File: config.mk
export PLATFORM = sky130hd
export DESIGN_NAME = cpu_reset_seq
export DESIGN_NICKNAME = d
export VERILOG_FILES = /design/src/rtl/cpu_rst_pkg.sv /design/src/rtl/rst_sync.sv /design/src/rtl/cpu_reset_seq.sv
export SDC_FILE = /design/constraint.sdc
export NUM_CORES = 1
export LEC_CHECK = 0
export BUFFER_PORTS_ARGS = -buffer_cell sky130_fd_sc_hd__buf_2
export CAP_MARGIN = 10
export CORE_MARGIN = 2
export CORE_UTILIZATION = 44
export CTS_CLUSTER_DIAMETER = 60
export CTS_CLUSTER_SIZE = 40
export DETAILED_ROUTE_END_ITERATION = 8
export PLACE_DENSITY_LB_ADDON = 0.1
export SLEW_MARGIN = 20
export SYNTH_ARGS = -nofsm -noshare
export SYNTH_HDL_FRONTEND = slang
export SYNTH_SLANG_ARGS = --single-unit
File: constraint.sdc
create_clock -name clk -period 0.8 [get_ports clk]
set_input_delay 0.08 -clock clk [delete_from_list [all_inputs] [get_ports clk]]
set_output_delay 0.08 -clock clk [all_outputs]
set_load 0.1 [all_outputs]
File: src/rtl/cpu_rst_pkg.sv
// Shared types and encodings for the SoC reset sequencer.
package cpu_rst_pkg;

  typedef enum logic [1:0] {
    ST_POR_HOLD = 2'd0,
    ST_SW_HOLD  = 2'd1,
    ST_RELEASE  = 2'd2,
    ST_RUN      = 2'd3
  } rst_state_e;

  localparam logic [1:0] CAUSE_POR = 2'b01;
  localparam logic [1:0] CAUSE_SW  = 2'b10;

  function automatic int max3(input int a, input int b, input int c);
    int m;
    m = a;
    if (b > m) m = b;
    if (c > m) m = c;
    return m;
  endfunction

endpackage

File: src/rtl/rst_sync.sv
// Reset synchronizer: asserts asynchronously, releases after SYNC_STAGES clock edges.
module rst_sync #(
  parameter int SYNC_STAGES = 2
) (
  input  logic clk,
  input  logic i_rst_n,
  output logic o_rst_n
);

  logic [SYNC_STAGES-1:0] r_sync;

  // Shift ones in after release; any low pulse on i_rst_n clears the whole chain at once.
  always_ff @(posedge clk or negedge i_rst_n) begin
    if (!i_rst_n) begin
      r_sync <= {SYNC_STAGES{1'b0}};
    end else begin
      r_sync <= {r_sync[SYNC_STAGES-2:0], 1'b1};
    end
  end

  assign o_rst_n = r_sync[SYNC_STAGES-1];

endmodule

File: src/rtl/cpu_reset_seq.sv
// Reset sequencer: holds all channels after POR, then releases them one by one with a fixed
// stagger; a masked software reset re-asserts a subset and releases it the same way.
module cpu_reset_seq
  import cpu_rst_pkg::*;
#(
  parameter int N_CH        = 4,
  parameter int SYNC_STAGES = 2,
  parameter int HOLD_CYC    = 16,
  parameter int STAGGER_CYC = 4,
  parameter int SW_HOLD_CYC = 8
) (
  input  logic            clk,
  input  logic            reset,
  input  logic            sw_rst_req,
  input  logic [N_CH-1:0] sw_rst_mask,
  output logic [N_CH-1:0] rst_out,
  output logic            rst_done,
  output logic            busy,
  output logic [1:0]      rst_cause
);

  localparam int CNT_W = $clog2(max3(HOLD_CYC, SW_HOLD_CYC, STAGGER_CYC) + 1);
  localparam logic [CNT_W-1:0] HOLD_LAST    = CNT_W'(HOLD_CYC - 1);
  localparam logic [CNT_W-1:0] SW_HOLD_LAST = CNT_W'(SW_HOLD_CYC - 1);
  localparam logic [CNT_W-1:0] STAGGER_LAST = CNT_W'(STAGGER_CYC - 1);

  logic             w_rst_n;
  rst_state_e       r_state, w_state_nxt;
  logic [CNT_W-1:0] r_cnt, w_cnt_nxt, w_cnt_last;
  logic [N_CH-1:0]  r_rst_out, w_rst_out_nxt, w_low_bit;
  logic             r_done, w_done_nxt;
  logic             r_busy, w_busy_nxt;
  logic [1:0]       r_cause, w_cause_nxt;
  logic             w_release, w_last_ch, w_sw_accept;

  rst_sync #(.SYNC_STAGES(SYNC_STAGES)) u_rst_sync (
    .clk     (clk),
    .i_rst_n (reset),
    .o_rst_n (w_rst_n)
  );

  // r_rst_out doubles as the set of channels still waiting for release (the latched mask).
  assign w_low_bit   = r_rst_out & (~r_rst_out + N_CH'(1'b1));
  assign w_last_ch   = (r_rst_out & ~w_low_bit) == {N_CH{1'b0}};
  assign w_sw_accept = (r_state == ST_RUN) && sw_rst_req && (sw_rst_mask != {N_CH{1'b0}});

  // State, counter and registered outputs.
  always_ff @(posedge clk or negedge w_rst_n) begin
    if (!w_rst_n) begin
      r_state   <= ST_POR_HOLD;
      r_cnt     <= {CNT_W{1'b0}};
      r_rst_out <= {N_CH{1'b1}};
      r_done    <= 1'b0;
      r_busy    <= 1'b1;
      r_cause   <= CAUSE_POR;
    end else begin
      r_state   <= w_state_nxt;
      r_cnt     <= w_cnt_nxt;
      r_rst_out <= w_rst_out_nxt;
      r_done    <= w_done_nxt;
      r_busy    <= w_busy_nxt;
      r_cause   <= w_cause_nxt;
    end
  end

  // Terminal count of the phase currently being timed.
  always_comb begin
    w_cnt_last = STAGGER_LAST;
    case (r_state)
      ST_POR_HOLD: w_cnt_last = HOLD_LAST;
      ST_SW_HOLD:  w_cnt_last = SW_HOLD_LAST;
      ST_RELEASE:  w_cnt_last = STAGGER_LAST;
      default:     w_cnt_last = STAGGER_LAST;
    endcase
  end

  // Next state: every timed phase ends by releasing the lowest pending channel.
  always_comb begin
    w_state_nxt = r_state;
    w_cnt_nxt   = r_cnt;
    w_release   = 1'b0;
    case (r_state)
      ST_POR_HOLD, ST_SW_HOLD, ST_RELEASE: begin
        if (r_cnt == w_cnt_last) begin
          w_release   = 1'b1;
          w_cnt_nxt   = {CNT_W{1'b0}};
          w_state_nxt = w_last_ch ? ST_RUN : ST_RELEASE;
        end else begin
          w_cnt_nxt   = r_cnt + CNT_W'(1);
        end
      end
      ST_RUN: begin
        if (w_sw_accept) begin
          w_state_nxt = ST_SW_HOLD;
          w_cnt_nxt   = {CNT_W{1'b0}};
        end else begin
          w_state_nxt = ST_RUN;
        end
      end
      default: begin
        w_state_nxt = ST_POR_HOLD;
        w_cnt_nxt   = {CNT_W{1'b0}};
      end
    endcase
  end

  // Next values of the registered outputs.
  always_comb begin
    w_rst_out_nxt = r_rst_out;
    w_done_nxt    = r_done;
    w_busy_nxt    = r_busy;
    w_cause_nxt   = r_cause;
    if (w_release) begin
      w_rst_out_nxt = r_rst_out & ~w_low_bit;
      if (w_last_ch) begin
        w_done_nxt = 1'b1;
        w_busy_nxt = 1'b0;
      end else begin
        w_done_nxt = 1'b0;
        w_busy_nxt = 1'b1;
      end
    end else if (w_sw_accept) begin
      w_rst_out_nxt = r_rst_out | sw_rst_mask;
      w_done_nxt    = 1'b0;
      w_busy_nxt    = 1'b1;
      w_cause_nxt   = CAUSE_SW;
    end else begin
      w_rst_out_nxt = r_rst_out;
    end
  end

  assign rst_out   = r_rst_out;
  assign rst_done  = r_done;
  assign busy      = r_busy;
  assign rst_cause = r_cause;

endmodule

==> impl_metrics.ini, run 1 <==
[run_status]
status = complete, but fails checks
violations = negative setup slack

[final_layout]
fin_nets = 151
syn_to_final_growth_pct = 77.5
stdcell_area_um2 = 1560
diodes = 0
multi_input_area_um2 = 479
layoutNonFillerInstCount = 169
register_area_um2 = 460
fillers = 117
drive_gt1_frac = 0.577

[detailed_routing]
first_pass_iters = 4
detail-route-antenna-nets = 0
drcViolationCount = 0
dr_total_vias = 915
wl_per_cell_um = 15.4
vias_per_cell = 5.41
routed_wl_um = 2600
drt_iter0_drc = 14

[die]
rows = 16
core_area_um2 = 1920
start_util = 0.457
die_w_um = 48.7
die_h_um = 48.7
io_pins = 15
die-area_um2 = 2370

[timing]
fmax_mhz = 652
hold_viol = 0
rsz0062_at_grt = yes
skew_ps = 8.47
holdWs_ps = 78.9
fin_crit_ps = 1530
setup_viol_count_final = 23
drv_slew = 0
fin_ws_ps = -733
fin_crit_sh = 1.92

[clocking]
cts_tree = yes
numCtsBuffers = 3
cts.sinks = 17
htree_num_levels = 1
clkTransAtPathRegs_ps = 110
insertion_delay_ps = 300
cts.path.max_buffers = 2
root_buffer = clkbuf_4

[place]
globalplace.congestion = 0.808
place_area_um2 = 1330
dpl.hpwl_um = 1710
dp.cells = 152
port_buffers = 14

[synthesis]
synth_top_area_frac = 0.313
synth_nets = 96
async_flop_share = 1.00
synth_top_cell_by_area = dfrtp_1
yosys-top-cells-area = dfrtp_1, dfstp_2, a21oi_1
synth_common_cells = dfrtp_1, a21oi_1, o21ai_0
syn_avg_cell_area_um2 = 9.98
seq_area_frac_synth = 0.493
synth.most_common_cell = dfrtp_1
synth_cells = 88
synth_flop_cell = dfrtp_1
yosysWarningCount = 0
ys_types = 36
ys_ff_latch = 17
syn_area_um2 = 878
synth_edf_count = 0

[min_path]
min_path_type = in2async

[critical_path]
critical_path_class = reg2reg
timing.rr.end = busy
end_kind = flip-flop
startpoint_type = flip-flop
worstPathMaxFanout = 4
path_cells = nor4b_4, a31oi_2, nor3b_4, buf_6, mux2i_2
r2r_slack_ps = -730
r2r_cells = 5
crit_required_ps = 1020
arrival_ps = 1750
r2r-start = r_state[0]
max_stage_delay_ps = 460
slowest_stage = dfrtp_2

[power_and_ir_drop]
powerDensity_nw_per_um2 = 4350
vdd_drop_max_mv = 2.79
power_leakage_nw = 0.701

[global_route]
antenna_found_initial = 0
grt_pass1_vias = 933
grt_usage = 0.226
grt_pass1_wl_um = 4060
gr-total-overflow = 0
grt_start_max_net_pins = 11

[flow_run]
max_cap_violations = 0
metal layers:
layer	share of wire	vias up	GRT usage	wire length, µm
met1	0.39	459	0.234	1030
met4	0.022	0	0.124	56
met2	0.55	26	0.427	1430
li1	-	424	-	-
met3	0.037	6	0.0370	96
met5	0	-	0	0
power breakdown:
| group | internal (W) | total [W] | switching [W] |
|---|---|---|---|
| logic | 0.00220 | 0.00463 | 0.00243 |
| clock network | 0.000186 | 0.000478 | 0.000291 |
| registers | 0.00134 | 0.00167 | 0.000330 |
| total | 0.00373 | 0.00678 | 0.00305 |
worst max-delay path: cells and delay by family, from the launching register on:
family,cells,cell delay [ps]
flops,1,460
compound gates,1,90
buf+inv,1,150
mux,1,210
simple gates,2,540
metrics by stage:
step	utilization	total power, W	setup TNS, ps	worst slack, ps
global route	0.811	0.00710	-13450	-798
finish	0.811	0.00678	-12180	-733
global placement	0.693	0.00538	-8650	-642
floorplan	-	0.00401	-7540	-750
detailed placement	0.693	0.00548	-9010	-690
CTS	0.757	0.00634	-11530	-709
repair_timing:
item,in CTS,in global routing
hold buffers,1,0
buffers inserted,7,5
hold endpoints to repair,2,0
gates resized for setup,10,16
endpoints found under the setup margin,23,23
pin swaps,3,3
cell usage in the layout, fill, tap and decap left out, drive strengths merged, types with 2 or more instances in the layout:
master / count
nor3b: 2
inv: 3
nand2: 4
dfrtp: 11
clkbuf: 3
or3: 2
and2: 2
o31ai: 2
dfstp: 6
nor4b: 2
nor3: 3
nand3: 4
buf: 53
o21ai: 8
a21oi: 9
nor2b: 3
nor2: 6
worst max-delay path by stage:
stage | start | endpoint | slack, ps | depth (start not counted)
floorplan | r_cnt[2] | rst_done | -750 | 5
global placement | r_cnt[1] | r_cnt[1] | -640 | 4
detailed placement | r_state[0] | rst_done | -690 | 4
CTS | r_state[0] | busy | -710 | 5
global route | r_cnt[2] | busy | -800 | 5
finish | r_state[0] | busy | -730 | 5
final cells by class:
type / instances / share of cell area
Clock buffer: 3 / 0.0144
Clock inverter: 1 / 0.00321
Inverter: 3 / 0.00722
Multi-Input combinational cell: 64 / 0.307
Sequential cell: 17 / 0.295
Tap cell: 27 / 0.0217
Timing Repair Buffer: 54 / 0.351
kinds of logic after synthesis:
logic type	after synthesis	synth area share
other cells	1	0.00427
xor+xnor	1	0.00997
flops	17	0.493
mux	2	0.0285
simple gates	32	0.221
buf+inv	7	0.0356
fa+ha+maj	2	0.0256
compound gates	26	0.182
flip-flops by register name, indices dropped and copies added, names as in the netlist:
signal,flops
busy,1
r_cnt,5
r_state,2
rst_cause,2
rst_done,1
rst_out,4
u_rst_sync.r_sync,2
Power figures use the tool's default switching activity.
==> run 2, diff against run 1 <==
- CAP_MARGIN: 10 -> not set
- clock period: 0.8 -> 1.3 ns (I/O delays scaled with it)
==> run 2 against run 1 <==
Critical endpoint is now rst_done. Sequential power decreased by 38%. Maximum frequency grew 3.2%. Clock power shrank 42%. The flow still finishes with violations (negative setup slack). Flip-flop and latch count did not move. Wire length fell by 12%. Worst setup slack better by 550 ps. Clock-buffer cell count up 1. Register-to-register slack better by 550 ps. Critical path type unchanged.
==> impl_metrics.ini, run 2 (synthesis gave the netlist of run 1 again) <==
[detailed_routing]
detail-route-antenna-nets = 0
drcViolationCount = 0
drt_iter0_drc = 18
vias_per_cell = 5.33
first_pass_iters = 4
wl_per_cell_um = 14.3
routed_wl_um = 2280
dr_total_vias = 853

[timing]
skew_ps = 10.4
fin_crit_ps = 1490
slew_headroom = 0.592
fin_crit_sh = 1.14
setup_viol_count_final = 11
rsz0062_at_grt = yes
worst_pin_slew_ps = 613
hold_viol = 0
fin_ws_ps = -186
fmax_mhz = 673
drv_slew = 0

[clocking]
htree_num_levels = 1
cts.sinks = 17
root_buffer = clkbuf_4
cts.path.max_buffers = 2
numCtsBuffers = 3
insertion_delay_ps = 290
clkTransAtPathRegs_ps = 100
cts_tree = yes

[die]
die_h_um = 48.7
die-area_um2 = 2370
core_area_um2 = 1920
rows = 16
die_w_um = 48.7
io_pins = 15
start_util = 0.457

[power_and_ir_drop]
switching_share = 0.459
switching_power_w = 0.00186
power_frac_comb = 0.677
vdd_drop_max_mv = 1.75
finalPower_w = 0.00405
powerDensity_nw_per_um2 = 2740
power_leakage_nw = 0.627
internal_power_w = 0.00219
clkPwrFrac = 0.068
pwr-share-seq = 0.255

[place]
globalplace.congestion = 0.836
place_area_um2 = 1240
dpl_worst_slack_ps = -175
dpl.hpwl_um = 1620
port_buffers = 14

[global_route]
grt_pass1_wl_um = 3750
gr-total-overflow = 0
grt_start_max_net_pins = 16
grt_pass1_vias = 855
grt_usage = 0.205
antenna_found_initial = 0

[critical_path]
crit_required_ps = 1470
critical_path_class = reg2reg
worstPathMaxFanout = 4
end_kind = flip-flop
startpoint_type = flip-flop
arrival_ps = 1650

[final_layout]
final_common_cell = buf_4
fillers = 137
final_cell_mix = buf_4, buf_6, buf_2, dfrtp_1, buf_12
fin_nets = 142
diodes = 0
finish.utilization = 0.769
top_register = r_cnt
largest_reg_flops = 5
drive_gt1_frac = 0.617
stdcell_area_um2 = 1480
syn_to_final_growth_pct = 68.2

[run_status]
status = complete, but fails checks
violations = negative setup slack

[min_path]
min_path_type = in2async

[flow_run]
max_cap_violations = 0
## run 2: changes by cell type in the layout (fill, tap and decap cells not counted), moves of 3 or more
| cell | delta |
|---|---|
| buf_4 | -7 |
| a21oi_1 | -3 |
| a21oi_2 | +3 |
| buf_12 | -3 |
| dfstp_2 | +3 |
| dfstp_4 | -3 |
## run 2: final cells by class
type                    count  area, µm²  share of cell area
repair buffers             45        433               0.293
clock buffers               4       26.3              0.0178
flip-flops and latches     17        448               0.303
multi-input cells          64        526               0.356
inverters                   3       11.3             0.00762
well taps                  27       33.8              0.0229
## run 2: layer usage
metal,GRT usage,wire (µm),vias up
met5,0,0,-
met4,0.0857,29,0
met3,0.0247,81,4
met2,0.374,1220,19
met1,0.242,953,422
li1,-,-,408
## run 2: metrics by stage
step	hold slack, ps	cells	setup TNS [ps]
4_1_cts	125	157	-1040
5_1_grt	141	160	-1880
2_1_floorplan	-166	88	-489
3_5_place_dp	-84.2	148	-937
3_3_place_gp	-85.4	148	-582
6_report	129	160	-997
## run 2: path summary, 6_finish.rpt
check                                      from  depth (start not counted)  slack [ps]              endpoint
min in group clk                 sw_rst_mask[3]                          3         160            rst_out[3]
max in group asynchronous  u_rst_sync.r_sync[1]                          0         600            r_state[0]
setup reg to reg                     r_state[0]                          4        -190              rst_done
hold / removal                            reset                          2         130  u_rst_sync.r_sync[1]
hold reg to reg            u_rst_sync.r_sync[1]                          0         260            r_state[1]
setup / recovery                     r_state[0]                          4        -190              rst_done
## run 2: repair_timing
action	in CTS	in global routing
pin swaps	5	9
setup buffers	4	3
endpoints found under the hold margin	2	0
hold buffers	1	0
cloned	0	0
resized for setup	21	19
endpoints found under the setup margin	15	16
## run 2: critical path, cell delays in order, from the launching register on
cell,delay (ps)
dfrtp_2,450
nor4b_2,270
a31oi_1,100
nor3b_4,240
mux2_4,320
## run 2: power groups by stage
stage                     registers, W  logic, W  clock network [W]
final                          0.00103   0.00274           0.000277
after floorplan                0.00163  0.000791                  0
after detailed placement      0.000990   0.00227                  0
after global placement        0.000983   0.00223                  0
after global routing           0.00106   0.00290           0.000306
after CTS                      0.00102   0.00250           0.000289
==> run 3, diff against run 2 <==
- GPL_TIMING_DRIVEN: not set -> 0
- clock period: 1.3 -> 1.2 ns (I/O delays scaled with it)
==> run 3 against run 2 <==
The run still ends with negative setup slack left. Worst setup slack worse by 200 ps. Flip-flop and latch count unchanged. Register-to-register slack worse by 200 ps. Power up 4.3%. Clock power up 16%. Sequential power up 7%. Die area unchanged. Cell area down 7.0%. Via count down 3.8%.
==> impl_metrics.ini, run 3 (synthesis gave the netlist of run 1 again) <==
[run_status]
status = complete, but fails checks
violations = negative setup slack

[clocking]
root_buffer = clkbuf_4
htree_num_levels = 1
cts.sinks = 17
insertion_delay_ps = 300
cts_tree = yes
cts.path.max_buffers = 2
numCtsBuffers = 3
clkTransAtPathRegs_ps = 110

[timing]
holdWs_ps = 106
hold_viol = 0
slew_headroom = 0.588
skew_ps = 1.57
fin_ws_ps = -389
worst_pin_slew_ps = 617
setup_viol_count_final = 17
fin_crit_ps = 1590
fmax_mhz = 629
fin_crit_sh = 1.32
drv_slew = 0
rsz0062_at_grt = yes

[final_layout]
diodes = 0
fin_nets = 133
final_cell_mix = buf_4, dfrtp_1, buf_2
largest_reg_flops = 5
stdcell_area_um2 = 1370
syn_to_final_growth_pct = 56.4
top_register = r_cnt
drive_gt1_frac = 0.556
final_common_cell = buf_4

[critical_path]
startpoint_type = flip-flop
cp_num_buf_inv = 5
path_common_cell = buf_4
critical_path_class = reg2reg
arrival_ps = 1800
path_delay_family = buffers and inverters
end_kind = flip-flop
worstPathMaxFanout = 4
slowest_stage = dfrtp_1
path_cells = buf_6, buf_4, buf_4, a31oi_2, nor3b_4, buf_4, buf_6, a311oi_2
max_stage_delay_ps = 390
crit_required_ps = 1410

[power_and_ir_drop]
finalPower_w = 0.00423
powerDensity_nw_per_um2 = 3080
power_leakage_nw = 0.584
vdd_drop_max_mv = 1.57

[detailed_routing]
topRoutingLayerUsed = met4
wl_per_cell_um = 14.6
first_pass_iters = 4
dr_wl_met3_um = 53
dr_total_vias = 821
drt_iter0_drc = 26
met2_length_um = 1190
m1WireLength_um = 932
detail-route-antenna-nets = 0
drcViolationCount = 0
vias_per_cell = 5.44
routed_wl_um = 2200

[flow_run]
max_cap_violations = 0

[die]
die_h_um = 48.7
rows = 16
die-area_um2 = 2370
die_w_um = 48.7
io_pins = 15
core_area_um2 = 1920
start_util = 0.457

[global_route]
grt_pass1_vias = 863
antenna_found_initial = 0
grt_usage = 0.199
gr-total-overflow = 0
grt_start_max_net_pins = 16
grt_pass1_wl_um = 3670

[place]
port_buffers = 14
dpl.hpwl_um = 1330
place_area_um2 = 1010
globalplace.congestion = 0.766

[min_path]
min_path_type = in2async
## run 3: cell count changes in the layout (fill, tap and decap cells not counted), moves of 2 or more
cell,previous run,this run
clkbuf_4,3,5
o21ai_4,2,0
buf_6,10,6
buf_4,20,14
## run 3: final timing paths
path                                      start                    to  slack, ps  depth (start not counted)
setup / recovery                       r_cnt[2]              r_cnt[2]       -390                          8
hold / removal                            reset  u_rst_sync.r_sync[0]        110                          2
setup reg to reg                       r_cnt[2]              r_cnt[2]       -390                          8
hold reg to reg            u_rst_sync.r_sync[1]              rst_done        260                          0
max in group asynchronous  u_rst_sync.r_sync[1]            r_state[0]        510                          0
min in group clk                 sw_rst_mask[0]            rst_out[0]        110                          3
## run 3: where the power goes
| part | switching [W] | internal (W) | leakage (nW) |
|---|---|---|---|
| sequential | 0.000227 | 0.000874 | 0.194 |
| clock | 0.000197 | 0.000124 | 0.0177 |
| combinational | 0.00154 | 0.00126 | 0.373 |
| total | 0.00197 | 0.00226 | 0.584 |
## run 3: timing repair
item	in CTS	in global routing
pin swaps	5	8
setup buffers	12	5
resized for setup	31	21
endpoints found under the hold margin	2	0
hold buffers	1	0
endpoints found under the setup margin	21	21
## run 3: layout make-up
class / count / area [µm²]
Buffer: 4 / 35.0
Clock buffer: 3 / 22.5
Sequential cell: 17 / 447
Fill cell: 146 / 548
Clock inverter: 1 / 5.00
Tap cell: 27 / 33.8
Multi-Input combinational cell: 64 / 502
Timing Repair Buffer: 32 / 318
Inverter: 3 / 11.3
## run 3: worst register-to-register path, cell delays in order (launching register included)
cell	delay, ps
dfrtp_1	390
buf_6	120
buf_4	130
buf_4	120
a31oi_2	220
nor3b_4	90
buf_4	150
buf_6	120
a311oi_2	170
## run 3: layer usage
layer / track usage / up-vias
li1: - / 389
met1: 0.234 / 408
met3: 0.0216 / 4
met4: 0.0952 / 0
met2: 0.361 / 20
met5: 0 / -
## run 3: metrics by stage
stage | utilization | TNS, ps | std cells | worst slack, ps
after global routing | 0.715 | -5380 | 151 | -493
after floorplan | - | -1520 | 88 | -350
after detailed placement | 0.527 | -3140 | 129 | -482
after global placement | 0.527 | -2830 | 129 | -448
final | 0.715 | -4050 | 151 | -389
after CTS | 0.652 | -3340 | 146 | -407
